## config.mk

```make
export PLATFORM = sky130hd
export DESIGN_NAME = result_drain_ctrl
export DESIGN_NICKNAME = d
export VERILOG_FILES = /design/src/rtl/vec_mul_pkg.sv /design/src/rtl/result_skid_buf.sv /design/src/rtl/result_drain_ctrl.sv
export SDC_FILE = /design/constraint.sdc
export NUM_CORES = 1
export LEC_CHECK = 0
export BUFFER_PORTS_ARGS = -buffer_cell sky130_fd_sc_hd__buf_2
export CAP_MARGIN = 20
export CORE_MARGIN = 10
export CORE_UTILIZATION = 50
export CTS_BUF_LIST = sky130_fd_sc_hd__clkbuf_16
export DETAILED_ROUTE_END_ITERATION = 10
export PLACE_DENSITY = 0.75
export SETUP_SLACK_MARGIN = 0.2
export SYNTH_ARGS = -nofsm -noshare
export SYNTH_HDL_FRONTEND = slang
export SYNTH_SLANG_ARGS = --single-unit
export TNS_END_PERCENT = 1
```

## constraint.sdc

```tcl
create_clock -name clk -period 3.8 [get_ports clk]
set_input_delay 0.76 -clock clk [delete_from_list [all_inputs] [get_ports clk]]
set_output_delay 0.76 -clock clk [all_outputs]
set_load 0.02 [all_outputs]
```

## src/rtl/vec_mul_pkg.sv

```systemverilog
// Shared definitions for the vector-multiply result path.
//   PS_BW_DEFAULT       : default bits per result lane
//   MATRIX_SIZE_DEFAULT : default lanes per result word
//   drain_state_t       : result drain controller states (IDLE, READ, FLUSH)
package vec_mul_pkg;

  localparam int PS_BW_DEFAULT       = 20;
  localparam int MATRIX_SIZE_DEFAULT = 8;

  typedef enum logic [1:0] {
    IDLE  = 2'd0,
    READ  = 2'd1,
    FLUSH = 2'd2
  } drain_state_t;

endpackage

```

## src/rtl/result_skid_buf.sv

```systemverilog
// Two-entry FIFO holding result words returned by the SRAM until the
// downstream stream accepts them.
// Ports:
//   clk, rst   : clock, synchronous active-high reset (empties the buffer)
//   push, data : write data into the tail (caller never pushes when full)
//   pop        : drop the head entry (caller never pops when empty)
//   head       : oldest entry, zero after reset
//   occupancy  : number of stored entries, 0..2
// A simultaneous push and pop leaves occupancy unchanged; the two pointers
// address different slots whenever occupancy is 1, so order is preserved.
module result_skid_buf #(
  parameter int W = 160
) (
  input  logic         clk,
  input  logic         rst,
  input  logic         push,
  input  logic         pop,
  input  logic [W-1:0] data,
  output logic [W-1:0] head,
  output logic [1:0]   occupancy
);

  logic [W-1:0] slot0;
  logic [W-1:0] slot1;
  logic         wr_ptr;
  logic         rd_ptr;
  logic [1:0]   count;

  always_ff @(posedge clk) begin
    if (rst) begin
      slot0  <= '0;
      slot1  <= '0;
      wr_ptr <= 1'b0;
      rd_ptr <= 1'b0;
      count  <= 2'd0;
    end else begin
      if (push) begin
        if (wr_ptr) slot1 <= data;
        else        slot0 <= data;
        wr_ptr <= ~wr_ptr;
      end
      if (pop) rd_ptr <= ~rd_ptr;
      count <= count + {1'b0, push} - {1'b0, pop};
    end
  end

  assign head      = rd_ptr ? slot1 : slot0;
  assign occupancy = count;

endmodule

```

## src/rtl/result_drain_ctrl.sv

```systemverilog
// Drains a block of result words from the result SRAM and streams them out.
// A start pulse (while not busy) samples base_addr and len; len reads are
// issued to base_addr+k (wrapping at 2^ADDRESSSIZE), returned words pass
// through a 2-entry FIFO and leave on the out_* stream in address order.
// Ports:
//   clk, rst                  : clock, synchronous active-high reset
//   start, base_addr, len     : drain request (len 0..15)
//   sram_rd_en, sram_result_address, sram_result_data_out
//                             : SRAM read port, data one cycle after rd_en
//   out_valid, out_ready, out_data, out_last
//                             : result stream, lane 0 in LSBs
//   busy, done                : status; done pulses the cycle after the last
//                               word is accepted, busy covers that cycle too
//   state                     : current FSM state, for observation
// Stream handshake: a word moves when out_valid & out_ready are both high at
// a rising edge; once out_valid is raised, out_valid, out_data and out_last
// hold until that transfer happens.
// Build option: define RESULT_RELU_EN to clamp negative lanes of out_data
// to zero; otherwise out_data is the stored SRAM word bit-exact.
module result_drain_ctrl
  import vec_mul_pkg::*;
#(
  parameter int ADDRESSSIZE    = 10,
  parameter int PARTIAL_SUM_BW = PS_BW_DEFAULT,
  parameter int MATRIX_SIZE    = MATRIX_SIZE_DEFAULT
) (
  input  logic                                  clk,
  input  logic                                  rst,
  input  logic                                  start,
  input  logic [ADDRESSSIZE-1:0]                base_addr,
  input  logic [3:0]                            len,
  output logic                                  sram_rd_en,
  output logic [ADDRESSSIZE-1:0]                sram_result_address,
  input  logic [PARTIAL_SUM_BW*MATRIX_SIZE-1:0] sram_result_data_out,
  output logic                                  out_valid,
  input  logic                                  out_ready,
  output logic [PARTIAL_SUM_BW*MATRIX_SIZE-1:0] out_data,
  output logic                                  out_last,
  output logic                                  busy,
  output logic                                  done,
  output drain_state_t                          state
);

  localparam int W = PARTIAL_SUM_BW * MATRIX_SIZE;

  drain_state_t           state_q;
  logic [ADDRESSSIZE-1:0] base_q;
  logic [ADDRESSSIZE-1:0] last_addr_q;
  logic [3:0]             len_q;
  logic [3:0]             rd_cnt_q;
  logic [3:0]             out_cnt_q;
  logic                   in_flight_q;
  logic                   done_q;

  logic [1:0]             occ;
  logic [W-1:0]           head;
  logic                   pop;
  logic                   rd_issue;
  logic [2:0]             budget;
  logic [ADDRESSSIZE-1:0] rd_addr;

  result_skid_buf #(.W(W)) u_buf (
    .clk       (clk),
    .rst       (rst),
    .push      (in_flight_q),
    .pop       (pop),
    .data      (sram_result_data_out),
    .head      (head),
    .occupancy (occ)
  );

  assign out_valid = (occ != 2'd0);
  assign pop       = out_valid & out_ready;
  assign out_last  = out_valid & (out_cnt_q == len_q - 4'd1);

  // Slots committed for the next edge: stored words minus the one leaving
  // now, plus the read whose data is on the bus now. Counting the departing
  // word as free is what lets a read go out every cycle with only two slots.
  assign budget   = {1'b0, occ} + {2'b00, in_flight_q} - {2'b00, pop};
  assign rd_issue = (state_q == READ) && !rst && (budget < 3'd2);
  assign rd_addr  = base_q + ADDRESSSIZE'(rd_cnt_q);

  assign sram_rd_en          = rd_issue;
  assign sram_result_address = (state_q == READ) ? rd_addr : last_addr_q;

  assign busy  = (state_q != IDLE) || done_q;
  assign done  = done_q;
  assign state = state_q;

  always_ff @(posedge clk) begin
    if (rst) begin
      state_q     <= IDLE;
      base_q      <= '0;
      last_addr_q <= '0;
      len_q       <= 4'd0;
      rd_cnt_q    <= 4'd0;
      out_cnt_q   <= 4'd0;
      in_flight_q <= 1'b0;
      done_q      <= 1'b0;
    end else begin
      done_q      <= 1'b0;
      in_flight_q <= rd_issue;
      if (rd_issue) begin
        last_addr_q <= rd_addr;
        rd_cnt_q    <= rd_cnt_q + 4'd1;
      end
      if (pop) out_cnt_q <= out_cnt_q + 4'd1;

      case (state_q)
        IDLE: begin
          // done_q high means we are still in the busy done cycle.
          if (start && !done_q) begin
            base_q    <= base_addr;
            len_q     <= len;
            rd_cnt_q  <= 4'd0;
            out_cnt_q <= 4'd0;
            if (len == 4'd0) done_q  <= 1'b1;
            else             state_q <= READ;
          end
        end
        READ: begin
          if (rd_issue && (rd_cnt_q == len_q - 4'd1)) state_q <= FLUSH;
        end
        FLUSH: begin
          if (pop && out_last) begin
            state_q <= IDLE;
            done_q  <= 1'b1;
          end
        end
        default: state_q <= IDLE;
      endcase
    end
  end

`ifdef RESULT_RELU_EN
  always_comb begin
    out_data = head;
    for (int i = 0; i < MATRIX_SIZE; i++) begin
      if (head[i*PARTIAL_SUM_BW + PARTIAL_SUM_BW - 1]) out_data[i*PARTIAL_SUM_BW +: PARTIAL_SUM_BW] = '0;
    end
  end
`else
  assign out_data = head;
`endif

endmodule

```

Word-level counts from Yosys, hierarchy flattened
Index checks and enable logic that the tools add are counted.
{"block": "op_classes", "addsub": 8, "order_cmp": 1, "eq_ne": 8, "muxes": 17, "n_bitwise": 4, "n_reduce_logical": 16}
{"operator": "2-to-1 mux 160 bit", "n": 1}
{"operator": "2-to-1 mux 4 bit", "n": 6}
{"operator": "adder 10 x 4 -> 10 bit", "n": 1}
{"operator": "2-to-1 mux 10 bit", "n": 1}
{"operator": "adder 4 x 1 -> 4 bit (second input constant)", "n": 2}
{"operator": "equality test 4 bit", "n": 2}
{"operator": "2-to-1 mux 2 bit", "n": 4}
{"operator": "!= test 2 bit (second input constant)", "n": 3}
{"operator": "one-hot mux 2 bit (3 select lines)", "n": 1}
{"operator": "AND reduction 2 bit", "n": 3}
{"operator": "logical AND 1 bit", "n": 5}
{"operator": "zero test 4 bit", "n": 1}
{"operator": "AND reduction 4 bit", "n": 1}
{"operator": "nonzero test 2 bit", "n": 2}
{"operator": "subtractor 4 x 1 -> 4 bit (second input constant)", "n": 1}
{"operator": "adder 2 x 1 -> 3 bit", "n": 1}
{"operator": "less-than comparator 3 x 2 -> 1 bit (second input constant)", "n": 1}
{"operator": "2-to-1 mux 1 bit", "n": 3}
{"operator": "subtractor 3 x 1 -> 3 bit", "n": 1}
{"operator": "adder 2 x 1 -> 2 bit", "n": 1}
{"operator": "AND 1 bit", "n": 2}
{"operator": "equality test 2 x 1 -> 1 bit (second input constant)", "n": 1}
{"operator": "equality test 2 bit (second input constant)", "n": 1}
{"operator": "zero test 1 bit", "n": 2}
{"operator": "6 further kinds", "n": 7}
{"block": "word_totals", "ff_bits": 360, "in_bits": 178, "out_inout_bits": 177, "word_cells": 67}

Logic depth before layout (Yosys ltp)
Gate-level depths: netlist of the first run.
{"block": "logic_depth", "word_depth": 8, "depth_mapped": 12, "ltp_nobuf": 10}

Hierarchy
A second synthesis of the first run with hierarchy kept.
{"block": "unflattened", "cells_unflattened": 1839, "area_unflattened_um2": 15069.5}
{"module": "result_skid_buf", "instances": 1, "cells_per_inst": 1585, "area_per_inst_um2": 13008.7, "seq_area_each_um2": 6486.2}
{"module": "result_drain_ctrl", "instances": 1, "cells_per_inst": 254, "area_per_inst_um2": 2060.7, "seq_area_each_um2": 720.7}

Least setup slack after synthesis of the first run
OpenSTA, ideal clock, no wires.
{"block": "synth_timing", "path_kind": "input to output", "from": "in out_ready", "to": "out sram_rd_en", "arrival_ns": 2.715, "required_ns": 3.040, "path_slack_ns": 0.325, "path_stages": 9, "path_buffers": 2, "cell_sequence": "nand3_1 -> o21ai_0 -> ha_1 -> fa_1 -> or4b_4 -> or2_1 -> buf_6 -> inv_1 -> buf_2"}
{"block": "synth_via", "elab_chain_len": 4}
{"item": "start: declaration", "line": "result_drain_ctrl.sv:36", "text": "input logic out_ready,"}
{"item": "AND 1 bit", "line": "result_drain_ctrl.sv:73", "text": "assign pop = out_valid & out_ready;"}
{"item": "subtractor 3 x 1 -> 3 bit", "line": "result_drain_ctrl.sv:79", "text": "assign budget = {1'b0, occ} + {2'b00, in_flight_q} - {2'b00, pop};"}
{"item": "via budget[1]", "line": "result_drain_ctrl.sv:59", "text": "logic [2:0] budget;"}
{"item": "less-than comparator 3 x 2 -> 1 bit", "line": "result_drain_ctrl.sv:80", "text": "assign rd_issue = (state_q == READ) && !rst && (budget < 3'd2);"}
{"item": "logical AND 1 bit", "line": "result_drain_ctrl.sv:80"}
{"item": "end: declaration", "line": "result_drain_ctrl.sv:32", "text": "output logic sram_rd_en,"}
The timed path passes the listed nets, and every way through them passes these cells.

Final worst setup path of the first run
{"block": "layout_timing", "from": "reg u_buf.count[1], in the netlist u_buf.occupancy[1]", "to": "out sram_rd_en"}
{"block": "layout_via", "elab_chain_len": 5, "word_cells_on_any_way": 6, "cone_classes": "add/sub: 2; order compare: 1; bitwise: 1; reduce/logical: 2"}
{"item": "start: declaration", "line": "result_skid_buf.sv:27", "text": "logic [1:0] count;"}
{"item": "start signal: assignment", "line": "result_skid_buf.sv:43", "text": "count <= count + {1'b0, push} - {1'b0, pop};"}
{"item": "branches (longest 2 deep; another with adder 2 x 1 -> 3 bit)"}
{"item": "subtractor 3 x 1 -> 3 bit *", "line": "result_drain_ctrl.sv:79"}
{"item": "via budget[1]", "line": "result_drain_ctrl.sv:59"}
{"item": "less-than comparator 3 x 2 -> 1 bit *", "line": "result_drain_ctrl.sv:80"}
{"item": "logical AND 1 bit *", "line": "result_drain_ctrl.sv:80"}
Mark *: on every way through the listed nets, which the timed path passes.

==> impl_metrics.ini, run 1 <==
[sta]
clock_skew_ns = 0.0189
hold_ws_ns = 0.450
worstMarginPinSlew_ns = 0.933
max_freq_ghz = 0.281
slew_headroom_pct = 37.4
hold_violations = 0
fin_crit_sh_pct = 93.8
setup-tns-final_ns = 0
slew_viol_final = 0
rsz0062_at_grt = yes
period_needed_ns = 3.56
setup_viol = 0

[yosys]
syn_area_per_cell_um2 = 8.10
yosysSeqAreaShare_pct = 48.5
synthTopCellsByArea = dfxtp_1 (48%), nand2_1 (17%), mux2_2 (12%)
yosysWarnings = 0
synthDistinctLibCells = 41
ys_seq_elements = 360
async_reset_ff_share_pct = 0
synth_cells = 1835
yosysTopAreaCell = dfxtp_1
synth_edf_count = 0
synth_area_um2 = 14900
yosysTopAreaCellShare_pct = 48.5
syn_nets = 2023
synth_ff_type = dfxtp_1

[run_status]
status = finished, final reports clean

[routing]
met1_length_mm = 17.7
vias_per_cell = 5.30
drc = 0
wl_met2_mm = 20.2
dr_total_vias = 13440
finalWirelength_mm = 43.1
drt-pass1-iter-count = 7
drt_iter0_markers = 849
wire_per_inst_um = 17.0
wl_met3_mm = 3.94
highest_layer = met5
antenna_left = 0

[clock_network]
cts_tree = yes
cts.root.buffer_cell = clkbuf_16
clkSinkCount = 360
clock_latency_ns = 0.52
cts_made_buffers = 40
clk_pin_slew_worst_paths_ns = 0.06
ctsHtreeMaxLevel = 2
cts_buffer_depth = 3

[critical_path]
cp_top_family = simple AND/OR/NAND/NOR gates
crit_chain = nand3_2, o21ai_0, ha_1, fa_1, or4b_4, or2_1, inv_1, buf_4
crit_arrival_ns = 2.80
cp_max_fo = 5
crit_required_ns = 3.04
critPathBufInv = 2
start_kind = register
worstSetupPathType = register to output pin
crit_slowest_cell = or4b_4
cp_slowest_stage_delay_ns = 0.52
end_kind = output pin

[floorplanning]
core_area_um2 = 29500
dieArea_um2 = 37000
pin_count = 355
num_rows = 63
die_w_um = 192
fp.dieH_um = 192
start_util_pct = 50.4

[finish]
area_growth_pct = 21.6
layout-drive-gt1-share_pct = 27.7
nFillCells = 2580
nNetsFinal = 2296

[power]
power.density_nw_per_um2 = 481
power.static_leakage_uw = 0.00739
ir_worst_vdd_mv = 0.426
power_uw = 8710

[global_route]
grt_pass1_wl_mm = 67.5
grtUsageTotal_pct = 22.0
grt_max_degree = 198
grt_pass1_vias = 13219
grt-ovfl-total = 0
antenna_found_initial = 12

[place]
io_buffers = 354
dpl.hpwl_mm = 28.2
gp_congestion = 0.875

[hold_path]
hp-class = register to register

[job]
max_cap_violations = 0
Yosys cell counts (6+ instances only):
| cell type | number |
|---|---|
| xnor2_1 | 12 |
| a21oi_1 | 339 |
| mux2_2 | 160 |
| xor2_1 | 6 |
| dfxtp_1 | 360 |
| nor2_1 | 15 |
| o21ai_0 | 11 |
| o211ai_1 | 8 |
| nand3_1 | 8 |
| nor3_1 | 6 |
| clkbuf_1 | 133 |
| inv_1 | 10 |
| nand2_1 | 692 |
| ha_1 | 8 |
| nand3b_1 | 9 |
sequential cells by signal (all words and copies together), names as in the netlist, 2 cells and up:
signal and flops:
rd_cnt_q 4, len_q 4, u_buf.occupancy 2, state 2, u_buf.slot0 160, u_buf.slot1 160, base_q 10, out_cnt_q 4
last_addr_q 10
stage by stage:
step	area (um^2)	utilization (%)	worst slack, ns	cells
after floorplan	14900	-	0.325	1835
after global placement	16800	57.1	0.309	2456
after detailed placement	16800	57.1	0.257	2456
after CTS	18100	61.3	0.239	2527
after global routing	18100	61.3	0.126	2531
final	18100	61.4	0.237	2534
report_power, final:
group	total [uW]	switching, uW	internal, uW	leakage [uW]
clock	3550	1490	2060	0.000633
combinational	1130	710	421	0.00384
sequential	4020	101	3920	0.00291
per-layer routing:
layer	global-route usage, %	vias to the layer above
met5	0	-
met4	7.72	12
met3	7.21	88
met2	35.5	437
met1	27.1	6287
li1	-	6616
cells in the final DEF, fill, tap and decap left out, types with 2 or more instances in the layout:
master / n
a21oi_1: 338
a31oi_1: 2
and4_1: 3
buf_12: 7
buf_2: 352
buf_4: 12
clkbuf_16: 42
clkinv_1: 9
clkinv_2: 3
clkinvlp_4: 2
dfxtp_1: 359
diode_2: 7
fa_1: 2
ha_1: 8
inv_1: 22
mux2_2: 160
nand2_1: 691
nand2b_1: 4
nand3_1: 7
nand3b_1: 9
nand4_1: 2
nor2_1: 15
nor2b_1: 4
nor3_1: 6
o211ai_1: 8
o21a_1: 5
o21ai_0: 11
o31ai_1: 3
or3_1: 4
or4_1: 5
xnor2_1: 12
xnor3_1: 2
xor2_1: 6
layout make-up:
class	instances	area (um^2)	share of cell area, %
Clock inverter	29	164	0.906
Clock buffer	42	1050	5.81
Multi-Input combinational cell	1324	7110	39.3
Sequential cell	360	7210	39.9
Tap cell	390	488	2.70
Antenna cell	7	17.5	0.0968
Timing Repair Buffer	372	2010	11.1
Inverter	10	37.5	0.207
repair_timing:
action                                  4_1_cts  5_1_grt
buffers inserted                              0        0
resized for setup                             2        1
hold buffers                                  0        0
endpoints found under the setup margin        1        3
worst reg2reg max path, delay by kind of cell (launching register included):
kind	cells	cell delay, ns
compound gates	1	0.09
fa+ha+maj	2	0.63
buf+inv	1	0.21
flops	1	0.43
simple gates	5	1.51
cells by family after synthesis:
| group | after synthesis | synth area share [%] |
|---|---|---|
| fa+ha+maj | 10 | 0.942 |
| compound gates | 375 | 13.0 |
| mux | 160 | 12.1 |
| flops | 360 | 48.5 |
| simple gates | 759 | 20.1 |
| xor+xnor | 20 | 1.36 |
| buf+inv | 151 | 3.93 |
path summary, 6_finish.rpt:
check                                 from                           end  slack (ns)  depth (start not counted)
max          u_buf.occupancy[1]$_SDFF_PP0_                    sram_rd_en        0.24                          8
min           u_buf.slot0[48]$_SDFFE_PP0P_  u_buf.slot0[48]$_SDFFE_PP0P_        0.45                          2
max reg2reg  u_buf.occupancy[1]$_SDFF_PP0_   last_addr_q[9]$_SDFFE_PP0P_        0.86                          9
min reg2reg   u_buf.slot0[48]$_SDFFE_PP0P_  u_buf.slot0[48]$_SDFFE_PP0P_        0.45                          2
No activity file was read; power rests on OpenSTA's default activity.
==> run 2, diff against run 1 <==
==> constraint.sdc (replaced) <==
create_clock -name clk -period 3.5 [get_ports clk]
set_input_delay 0.7 -clock clk [delete_from_list [all_inputs] [get_ports clk]]
set_output_delay 0.7 -clock clk [all_outputs]
set_load 0.02 [all_outputs]
==> run 2 against run 1 <==
Net effect:
- sequential power rose by 8.7%
- clock skew fell by 0.012 ns
- hold slack got worse by 0.021 ns
- clock-buffer cell count fell by 3
- register-to-register slack got worse by 0.13 ns
- sequential share of layout area fell by 0.077 points
- cell count barely moved
- global-route usage fell by 0.37 points
- critical path depth rose by 1
- critical endpoint unchanged
- largest cell class unchanged
==> impl_metrics.ini, run 2 (same netlist as run 1, synthesis figures left out) <==
[finish]
final_cell_mix = nand2_1 (691), dfxtp_1 (355), buf_2 (352), a21oi_1 (339), mux2_2 (160)
layout_commonest_cell = nand2_1
nFillCells = 2561
area_growth_pct = 22.0
nNetsFinal = 2301
layout-drive-gt1-share_pct = 28.3
reg.largest.list = u_buf.slot0: 160 flops, u_buf.slot1: 160 flops
postLayoutCellArea_um2 = 18100

[critical_path]
start_kind = register
crit_chain = inv_2, nand3_4, o21ai_2, ha_2, fa_1, or4b_4, or2_4, inv_2, buf_6
crit_slowest_cell = or4b_4
end_kind = output pin
r2r_cells = 10
cp_slowest_stage_delay_ns = 0.49
worstSetupPathType = register to output pin
critPathBufInv = 3
r2r_slack_ns = 0.73
crit_required_ns = 2.80
cp_max_fo = 3
r2r-start = u_buf.occupancy[0]$_SDFF_PP0_
r2r_end = last_addr_q[9]$_SDFFE_PP0P_
crit_arrival_ns = 2.59
cp_common_cell = inv_2
cp_top_family = simple AND/OR/NAND/NOR gates

[global_route]
antenna_found_initial = 8
grt_pass1_vias = 13156
met2_usage_pct = 35.9
grt_pass1_wl_mm = 66.6
grt-ovfl-total = 0
grt-busiest-layer = met2
grtUsageTotal_pct = 21.7
use_met3_pct = 6.61
use_met1_pct = 26.4
grt_max_degree = 211

[hold_path]
min_from = base_addr[4]
min_to = base_q[4]$_SDFFE_PP0P_
hold_depth = 3
hp-class = primary input to register

[place]
dpl.hpwl_mm = 28.1
gp_congestion = 0.876
io_buffers = 354
dpl_cell_area_um2 = 16900

[power]
pwr-share-seq_pct = 46.7
ir_worst_vdd_mv = 0.361
power.density_nw_per_um2 = 516
switchingPower_uw = 2460
switching_share_pct = 26.3
power.static_leakage_uw = 0.00740
power_frac_comb_pct = 13.3
internal-power_uw = 6890
clockPowerShare_pct = 39.9

[floorplanning]
fp.dieH_um = 192
start_util_pct = 50.4
core_area_um2 = 29500
dieArea_um2 = 37000
die_w_um = 192
pin_count = 355
num_rows = 63

[routing]
antenna_left = 0
drc = 0
drt-pass1-iter-count = 5
finalWirelength_mm = 42.7
drt_iter0_markers = 885
dr_total_vias = 13314
wire_per_inst_um = 16.8
vias_per_cell = 5.25

[sta]
setup-tns-final_ns = 0
worstMarginPinSlew_ns = 0.915
rsz0062_at_grt = yes
slew_viol_final = 0
max_freq_ghz = 0.304
period_needed_ns = 3.29
fin_crit_sh_pct = 94.1
clock_skew_ns = 0.00714
slew_headroom_pct = 39.0
setup_viol = 0
hold_violations = 0

[clock_network]
cts_tree = yes
cts_made_buffers = 39
cts_buffer_depth = 3
holdBufCountCts = 0
ctsHtreeMaxLevel = 2
clkSinkCount = 360
clk_pin_slew_worst_paths_ns = 0.06
cts.root.buffer_cell = clkbuf_16
clock_latency_ns = 0.51

[run_status]
status = finished, final reports clean

[job]
max_cap_violations = 0
[run 2: changes by cell type in the layout (fill, tap and decap cells not counted), moves of 2 or more]
cell / before / now
dfxtp_1: 359 / 355
clkbuf_16: 42 / 39
buf_12: 7 / 11
clkinv_2: 3 / 8
clkinvlp_4: 2 / 0
clkinv_1: 9 / 7
inv_1: 22 / 17
inv_2: 0 / 2
dfxtp_2: 0 / 4
[run 2: routing by layer]
layer / wire length [um] / up-vias
met4: 1090 / 6
met5: 39 / -
met2: 20200 / 375
met1: 17800 / 6238
met3: 3590 / 72
li1: - / 6623
[run 2: timing repair]
action                                  in CTS  in global routing
endpoints found under the setup margin       2                  3
buffers inserted                             1                  1
pin swaps                                    2                  4
resized for setup                           11                  4
[run 2: power groups by stage]
stage               Sequential (uW)  Combinational (uW)  Clock (uW)
floorplan                      4410                 806           0
global placement               4450                1220           0
detailed placement             4460                1240           0
CTS                            4370                1250        3830
global route                   4390                1360        3980
finish                         4370                1250        3730
[run 2: cell type report]
class | count | area, um^2 | area share [%]
Multi-Input combinational cell | 1324 | 7130 | 39.3
Antenna cell | 7 | 17.5 | 0.0966
Sequential cell | 360 | 7220 | 39.8
Tap cell | 390 | 488 | 2.69
Clock buffer | 39 | 976 | 5.38
Clock inverter | 27 | 169 | 0.931
Inverter | 10 | 37.5 | 0.207
Timing Repair Buffer | 378 | 2110 | 11.6
[run 2: worst max-delay path by stage]
| stage | startpoint | to | slack, ns | cells past startpoint |
|---|---|---|---|---|
| 2_1_floorplan | out_ready | sram_rd_en | 0.21 | 9 |
| 3_3_place_gp | out_ready | sram_rd_en | 0.14 | 9 |
| 3_5_place_dp | out_ready | sram_rd_en | 0.12 | 9 |
| 5_1_grt | u_buf.occupancy[0]$_SDFF_PP0_ | sram_rd_en | 0.1 | 9 |
| 6_report | u_buf.occupancy[0]$_SDFF_PP0_ | sram_rd_en | 0.21 | 9 |
| 4_1_cts | u_buf.occupancy[0]$_SDFF_PP0_ | sram_rd_en | 0.14 | 9 |
[run 2: metrics by stage]
| stage | instances | util (%) | hold slack (ns) | power [uW] | setup WS [ns] |
|---|---|---|---|---|---|
| floorplan | 1835 | - | 0.433 | 5220 | 0.211 |
| global route | 2532 | 61.5 | 0.424 | 9730 | 0.0998 |
| finish | 2535 | 61.5 | 0.429 | 9350 | 0.205 |
| detailed placement | 2460 | 57.4 | 0.443 | 5700 | 0.118 |
| global placement | 2460 | 57.4 | 0.438 | 5670 | 0.137 |
| CTS | 2527 | 61.4 | 0.407 | 9450 | 0.140 |
[run 2: worst reg2reg max path, stage by stage (launching register included)]
cell and delay, ns:
dfxtp_2 0.32, inv_2 0.09, nand3_4 0.07, o21ai_2 0.06, ha_2 0.18, fa_1 0.42, or4b_4 0.49, or2_4 0.27
buf_4 0.20, or4_1 0.51, nand3_1 0.09
